### src/rtl/rip_gshare_predictor_v2_if.sv
// rip_gshare_predictor_v2_if: request/prediction/update bundle of the gshare predictor
//   master: drives req, pc and resolved-branch updates; observes ready and predictions
//   slave : the predictor itself
interface rip_gshare_predictor_v2_if #(
    parameter int INDEX_WIDTH = 10,
    parameter int HISTORY_LEN = 10,
    parameter int CTR_WIDTH   = 2
);
    logic                   ready;
    logic                   req;
    logic [31:0]            pc;
    logic                   pred_valid;
    logic                   pred;
    logic [CTR_WIDTH-1:0]   pred_ctr;
    logic [INDEX_WIDTH-1:0] pred_index;
    logic [HISTORY_LEN-1:0] pred_history;
    logic                   update;
    logic [INDEX_WIDTH-1:0] update_index;
    logic [CTR_WIDTH-1:0]   update_ctr;
    logic [HISTORY_LEN-1:0] update_history;
    logic                   actual;
    logic                   mispredict;
    modport master (
        input  ready, pred_valid, pred, pred_ctr, pred_index, pred_history,
        output req, pc, update, update_index, update_ctr, update_history, actual, mispredict
    );
    modport slave (
        output ready, pred_valid, pred, pred_ctr, pred_index, pred_history,
        input  req, pc, update, update_index, update_ctr, update_history, actual, mispredict
    );
endinterface

### src/rtl/rip_gshare_predictor_v2.sv
// rip_gshare_predictor_v2: gshare/bimodal branch predictor with self-initialising counter table
//   clk, rst : clock and synchronous active-high reset
//   bus      : slave side of rip_gshare_predictor_v2_if (request, prediction, update)
module rip_gshare_predictor_v2 #(
    parameter int INDEX_WIDTH = 10,
    parameter int HISTORY_LEN = 10,
    parameter int CTR_WIDTH   = 2,
    parameter int PC_LSB      = 2,
    parameter int HASH_MODE   = 1
) (
    input logic clk,
    input logic rst,
    rip_gshare_predictor_v2_if.slave bus
);
    localparam int DEPTH = 1 << INDEX_WIDTH;
    localparam logic [CTR_WIDTH-1:0] WNT  = CTR_WIDTH'((1 << (CTR_WIDTH - 1)) - 1);
    localparam logic [CTR_WIDTH-1:0] HALF = CTR_WIDTH'(1 << (CTR_WIDTH - 1));
    typedef enum logic {INIT, RUN} state_t;
    state_t                 state, state_next;
    logic [INDEX_WIDTH-1:0] init_addr, rd_index, wr_index;
    logic [HISTORY_LEN-1:0] spec_hist, hist_next;
    logic [CTR_WIDTH-1:0]   mem [DEPTH];
    logic [CTR_WIDTH-1:0]   wr_data, rd_data, upd_ctr;
    logic                   run, we, unused_pc;
    assign unused_pc = ^bus.pc;
    always_ff @(posedge clk)
        state <= rst ? INIT : state_next;
    always_comb begin
        run        = state == RUN;
        state_next = (!run && init_addr == '1) ? RUN : state;
        bus.ready  = run;
        bus.pred   = bus.pred_ctr >= HALF;
        upd_ctr    = bus.actual ? (bus.update_ctr == '1 ? bus.update_ctr : bus.update_ctr + 1'b1)
                                : (bus.update_ctr == '0 ? bus.update_ctr : bus.update_ctr - 1'b1);
        // the init sweep owns the write port until RUN
        we         = !rst && (!run || bus.update);
        wr_index   = run ? bus.update_index : init_addr;
        wr_data    = run ? upd_ctr : WNT;
        rd_index   = bus.pc[PC_LSB +: INDEX_WIDTH] ^ (HASH_MODE != 0 ? INDEX_WIDTH'(spec_hist) : '0);
        // write-first: a same-cycle write to the read index is forwarded
        rd_data    = (we && wr_index == rd_index) ? wr_data : mem[rd_index];
        // misprediction recovery takes priority over the speculative shift
        hist_next  = HASH_MODE == 0 ? '0
                   : (run && bus.update && bus.mispredict) ? (HISTORY_LEN)'({bus.update_history, bus.actual})
                   : (run && bus.pred_valid) ? (HISTORY_LEN)'({spec_hist, bus.pred})
                   : spec_hist;
    end
    always_ff @(posedge clk) begin
        if (rst) begin
            init_addr        <= '0;
            spec_hist        <= '0;
            bus.pred_valid   <= 1'b0;
            bus.pred_ctr     <= '0;
            bus.pred_index   <= '0;
            bus.pred_history <= '0;
        end else begin
            init_addr      <= run ? init_addr : init_addr + 1'b1;
            spec_hist      <= hist_next;
            bus.pred_valid <= run && bus.req;
            if (run && bus.req) begin
                bus.pred_ctr     <= rd_data;
                bus.pred_index   <= rd_index;
                bus.pred_history <= spec_hist;
            end
        end
    end
    always_ff @(posedge clk)
        if (we) mem[wr_index] <= wr_data;
endmodule

### src/flat_wrapper.sv
// flat-port wrapper written by rule: the top's interface ports become plain ports
module rip_gshare_predictor_v2_flat 
#(
    parameter int INDEX_WIDTH = 10,
    parameter int HISTORY_LEN = 10,
    parameter int CTR_WIDTH   = 2,
    parameter int PC_LSB      = 2,
    parameter int HASH_MODE   = 1
)
  (clk, rst, bus_ready, bus_pred_valid, bus_pred, bus_pred_ctr, bus_pred_index, bus_pred_history, bus_req, bus_pc, bus_update, bus_update_index, bus_update_ctr, bus_update_history, bus_actual, bus_mispredict);
  rip_gshare_predictor_v2_if #(.INDEX_WIDTH(INDEX_WIDTH), .HISTORY_LEN(HISTORY_LEN), .CTR_WIDTH(CTR_WIDTH)) bus_i ();
  input logic clk;
  input logic rst;
  output wire logic [$bits(bus_i.ready)-1:0] bus_ready;
  output wire logic [$bits(bus_i.pred_valid)-1:0] bus_pred_valid;
  output wire logic [$bits(bus_i.pred)-1:0] bus_pred;
  output wire logic [$bits(bus_i.pred_ctr)-1:0] bus_pred_ctr;
  output wire logic [$bits(bus_i.pred_index)-1:0] bus_pred_index;
  output wire logic [$bits(bus_i.pred_history)-1:0] bus_pred_history;
  input wire logic [$bits(bus_i.req)-1:0] bus_req;
  input wire logic [$bits(bus_i.pc)-1:0] bus_pc;
  input wire logic [$bits(bus_i.update)-1:0] bus_update;
  input wire logic [$bits(bus_i.update_index)-1:0] bus_update_index;
  input wire logic [$bits(bus_i.update_ctr)-1:0] bus_update_ctr;
  input wire logic [$bits(bus_i.update_history)-1:0] bus_update_history;
  input wire logic [$bits(bus_i.actual)-1:0] bus_actual;
  input wire logic [$bits(bus_i.mispredict)-1:0] bus_mispredict;
  assign bus_ready = bus_i.ready;
  assign bus_pred_valid = bus_i.pred_valid;
  assign bus_pred = bus_i.pred;
  assign bus_pred_ctr = bus_i.pred_ctr;
  assign bus_pred_index = bus_i.pred_index;
  assign bus_pred_history = bus_i.pred_history;
  assign bus_i.req = bus_req;
  assign bus_i.pc = bus_pc;
  assign bus_i.update = bus_update;
  assign bus_i.update_index = bus_update_index;
  assign bus_i.update_ctr = bus_update_ctr;
  assign bus_i.update_history = bus_update_history;
  assign bus_i.actual = bus_actual;
  assign bus_i.mispredict = bus_mispredict;
  rip_gshare_predictor_v2 #(.INDEX_WIDTH(INDEX_WIDTH), .HISTORY_LEN(HISTORY_LEN), .CTR_WIDTH(CTR_WIDTH), .PC_LSB(PC_LSB), .HASH_MODE(HASH_MODE)) u_core (.clk(clk), .rst(rst), .bus(bus_i));
endmodule
### config.mk
export PLATFORM = sky130hd
export DESIGN_NAME = rip_gshare_predictor_v2_flat
export DESIGN_NICKNAME = d
export VERILOG_FILES = /design/src/rtl/rip_gshare_predictor_v2_if.sv /design/src/rtl/rip_gshare_predictor_v2.sv /design/src/flat_wrapper.sv
export SDC_FILE = /design/constraint.sdc
export NUM_CORES = 2
export LEC_CHECK = 0
export CORE_AREA = 2 2 372 374
export DETAILED_ROUTE_END_ITERATION = 12
export DIE_AREA = 0 0 374 376
export MAX_ROUTING_LAYER = met4
export PLACE_DENSITY_LB_ADDON = 0.2
export SYNTH_ARGS = -nofsm -noshare
export SYNTH_HDL_FRONTEND = slang
export SYNTH_SLANG_ARGS = --single-unit
export TNS_END_PERCENT = 10
### constraint.sdc
create_clock -name clk -period 21.3 [get_ports clk]
set_input_delay 3.195 -clock clk [delete_from_list [all_inputs] [get_ports clk]]
set_output_delay 3.195 -clock clk [all_outputs]
set_load 0.02 [all_outputs]
==> insert_results.sql <==
INSERT INTO impl_metrics (metric_group, metric, value, unit) VALUES
('placed_design', 'port_buffers', '61', ''),
('run_status', 'run_status', 'finished, final reports clean', ''),
('routing', 'routed_via_density', '6.907', ''),
('worst_setup_path', 'worst_ep_required_time', '22020', 'ps'),
('floorplan', 'top_level_ports', '85', ''),
('cells_and_area', 'final_cell_mix', 'sky130_fd_sc_hd__edfxtp_1 (2048), sky130_fd_sc_hd__nor2_1 (1109), sky130_fd_sc_hd__mux4_2 (471)', ''),
('timing', 'hold_viol', '0', ''),
('timing', 'finalWorstSetupSlack', '12640', 'ps'),
('routing', 'drt_first_iter_violations', '8091', ''),
('worst_setup_path', 'timing.critical_path.arrival', '9380', 'ps'),
('clocking', 'clock-root-buffer', 'sky130_fd_sc_hd__clkbuf_16', ''),
('worst_setup_path', 'worst-setup-path-type', 'in2reg', ''),
('global_routing', 'antenna_found_initial', '7', ''),
('timing', 'post-route-min-period', '8664', 'ps'),
('routing', 'post_drt_wl_per_cell', '31.83', 'um'),
('logic_synthesis', 'netlist-cell-type-count', '64', ''),
('timing', 'slew_headroom', '10.93', '%'),
('timing', 'whs', '462.0', 'ps'),
('floorplan', 'std_cell_rows', '136', ''),
('routing', 'firstDrtPassIters', '6', ''),
('clocking', 'depth_of_the_cts_h_tree', '4', ''),
('logic_synthesis', 'yosys_warnings', '0', ''),
('timing', 'finalSetupViolCount', '0', ''),
('timing', 'slew_viol_final', '0', ''),
('placed_design', 'dp.final_hpwl', '123700', 'um'),
('routing', 'remaining_drc_errors', '0', ''),
('clocking', 'insertion_delay', '860', 'ps'),
('clocking', 'tritoncts', 'done', ''),
('floorplan', 'placeableCoreArea', '0.1366', 'mm^2'),
('job', 'max-cap-violations', '0', ''),
('cells_and_area', 'layout.cells.most_common', 'sky130_fd_sc_hd__edfxtp_1', ''),
('worst_setup_path', 'path_max_fanout', '95', ''),
('placed_design', 'worst_slack_at_placement', '11640', 'ps'),
('floorplan', 'die_w', '374', 'um'),
('placed_design', 'place.gp.congestion', '0.8783', ''),
('logic_synthesis', 'synthesis.area_per_instance', '16.42', 'um^2'),
('power_and_ir_drop', 'leakage_power', '30.32', 'nW'),
('logic_synthesis', 'seq_area_frac_synth', '72.93', '%'),
('clocking', 'cts_buffer_depth', '3', ''),
('global_routing', 'first_global_vias', '48436', ''),
('clocking', 'clk_pin_slew_worst_paths', '60', 'ps'),
('timing', 'clock_skew', '39.06', 'ps'),
('floorplan', 'die-area', '0.1406', 'mm^2'),
('worst_setup_path', 'worstSetupStartpointType', 'input port', ''),
('cells_and_area', 'post_route_cells_drive_above_1_share', '17.57', '%'),
('power_and_ir_drop', 'vdd_drop_max', '66.88', 'uV'),
('logic_synthesis', 'synth_edf_count', '2048', ''),
('routing', 'antenna_violating_nets_post_route', '0', ''),
('timing', 'finalCritPeriodShare', '40.67', '%'),
('timing', 'worstMarginPinSlew', '1336', 'ps'),
('clocking', 'cts_resized', '0', ''),
('global_routing', 'maximum_number_of_pins_on_one_net_before_global_route_repair', '269', ''),
('cells_and_area', 'nNetsFinal', '5248', ''),
('global_routing', 'first_pass_grt_wire_length', '329100', 'um'),
('clocking', 'numClockSinks', '2092', ''),
('cells_and_area', 'area.growth.synth_to_final', '10.58', '%'),
('global_routing', 'globalRouteTotalUtil', '33.77', '%'),
('timing', 'setup_tns', '0', 'ps'),
('routing', 'num_vias', '49482', ''),
('worst_setup_path', 'timing.critical_path.to_type', 'flop', ''),
('timing', 'maxClockFrequency', '0.1154', 'GHz'),
('power_and_ir_drop', 'powerDensity', '87.87', 'mW/mm^2'),
('global_routing', 'overflow', '0', ''),
('logic_synthesis', 'synth_area', '0.08554', 'mm^2'),
('logic_synthesis', 'synthesis.instances', '5210', ''),
('clocking', 'postCtsSetupRepairBufs', '0', ''),
('logic_synthesis', 'postSynth.topFlopCell', 'sky130_fd_sc_hd__edfxtp_1', ''),
('logic_synthesis', 'mappedNetlistNets', '5271', ''),
('routing', 'detail_route.wirelength', '228000', 'um'),
('logic_synthesis', 'synthArstFlopShare', '0', '%'),
('floorplan', 'start_util', '62.60', '%'),
('hold_path', 'timing.hold.worst.class', 'reg2reg', ''),
('timing', 'grt_setup_unrepaired', 'false', ''),
('cells_and_area', 'n_fill_cell', '8551', ''),
('floorplan', 'die_height', '376', 'um'),
('clocking', 'cts.hold.buffers_added', '0', ''),
('logic_synthesis', 'yosys_reg_bits', '2092', ''),
('clocking', 'cts_buffers', '202', '');
-- stage by stage --
step	cells	total power, W	util (%)	instance area [um^2]
CTS	7154	0.008322	69.21	94560
finish	7164	0.008312	69.22	94590
global route	7163	0.008483	69.22	94590
global placement	6777	0.004864	64.47	88100
floorplan	5210	0.004744	-	85540
detailed placement	6777	0.004866	64.47	88100
-- layout make-up --
type                       count  area (um^2)  share of cell area (%)
timing repair buffer         183         1647                   1.741
sequential                  2092        62380                   65.95
multi-input combinational   2700        21790                   23.04
clock inverter               111         1090                   1.152
tap                         1794         2245                   2.373
inverter                       8        30.03                 0.03175
antenna                       10        25.02                 0.02646
clock buffer                 266         5379                   5.687
-- registers in the layout, summed over array words and instances, names as in the netlist --
| name | count |
|---|---|
| u_core.bus.pred_index | 10 |
| u_core.bus.ready | 1 |
| u_core.mem | 2048 |
| u_core.init_addr | 10 |
| u_core.bus.pred_valid | 1 |
| u_core.spec_hist | 10 |
| u_core.bus.pred_history | 10 |
| u_core.bus.pred_ctr | 2 |
-- final timing paths --
check | startpoint | to | slack (ps) | depth (start not counted)
min reg2reg | u_core.bus.pred_history[0] | u_core.bus.pred_history[0] | 460 | 2
min | u_core.bus.pred_history[0] | u_core.bus.pred_history[0] | 460 | 2
max | bus_pc[2] | u_core.bus.pred_ctr[1] | 12640 | 13
max reg2reg | u_core.spec_hist[0] | u_core.bus.pred_ctr[1] | 15020 | 12
-- worst max-delay path: stages --
cell and delay (ps):
sky130_fd_sc_hd__clkdlybuf4s50_1 660, sky130_fd_sc_hd__xnor2_4 170, sky130_fd_sc_hd__buf_12 630, sky130_fd_sc_hd__buf_4 640
sky130_fd_sc_hd__buf_4 740, sky130_fd_sc_hd__buf_4 650, sky130_fd_sc_hd__mux4_2 590, sky130_fd_sc_hd__nand2_1 100
sky130_fd_sc_hd__nand3_1 160, sky130_fd_sc_hd__a311o_1 400, sky130_fd_sc_hd__a2111oi_0 830, sky130_fd_sc_hd__a221o_1 390
sky130_fd_sc_hd__nand3_1 100
-- layer usage --
layer  part of all wire [%]  global-route usage, %  up-vias
met5                      0                      -        -
met4                    4.2                  13.02        0
met3                     13                  7.516      532
met2                     46                  49.98     3644
met1                     36                  46.70    25211
li1                       -                      -    20095
-- cell usage after synthesis, drive strengths merged (3+ instances only) --
cell type | instances | area, um^2
edfxtp | 2048 | 61500
nor2 | 1116 | 4192
mux4 | 471 | 10610
nand2 | 439 | 1648
buf | 218 | 1140
clkbuf | 192 | 720.7
nand3 | 123 | 615.6
mux2i | 88 | 880.8
a21oi | 48 | 240.2
dfxtp | 44 | 880.8
a32oi | 40 | 350.3
nand4 | 39 | 244.0
a22oi | 35 | 262.8
a31oi | 29 | 181.4
nor4 | 27 | 168.9
xnor2 | 25 | 226.5
nor3 | 24 | 120.1
a211oi | 19 | 142.6
a311oi | 19 | 166.4
o211ai | 16 | 120.1
o21ai | 15 | 75.07
and3 | 13 | 81.33
a221oi | 12 | 105.1
o22ai | 11 | 68.82
xor2 | 11 | 96.34
inv | 8 | 30.03
a22o | 7 | 61.31
o2111ai | 7 | 61.31
o32ai | 5 | 43.79
or3 | 5 | 31.28
a2111oi | 4 | 35.03
a21o | 4 | 30.03
nor3b | 4 | 30.03
a311o | 3 | 30.03
and2 | 3 | 18.77
nand2b | 3 | 18.77
nor2b | 3 | 18.77
o31ai | 3 | 22.52
or4 | 3 | 22.52
-- power breakdown --
group	switching, W	leakage (nW)	internal [W]
combinational	0.000211	6.91	0.000125
sequential	0.00000136	20.3	0.00445
clock	0.00153	3.14	0.00200
total	0.00174	30.3	0.00657
-- kinds of logic (layout without fill, tap and decap cells) --
group	Yosys count	count (layout)	synth area share [%]
AND/OR/NAND/NOR	1807	1807	8.478
multiplexers	560	560	13.44
AO/OA/AOI/OAI	295	295	2.538
buffers and inverters	418	568	2.210
adder cells (fa/ha/maj)	2	2	0.02633
XOR/XNOR	36	36	0.3774
other	0	10	0
flip-flops	2092	2092	72.93
Power figures use the tool's default switching activity.
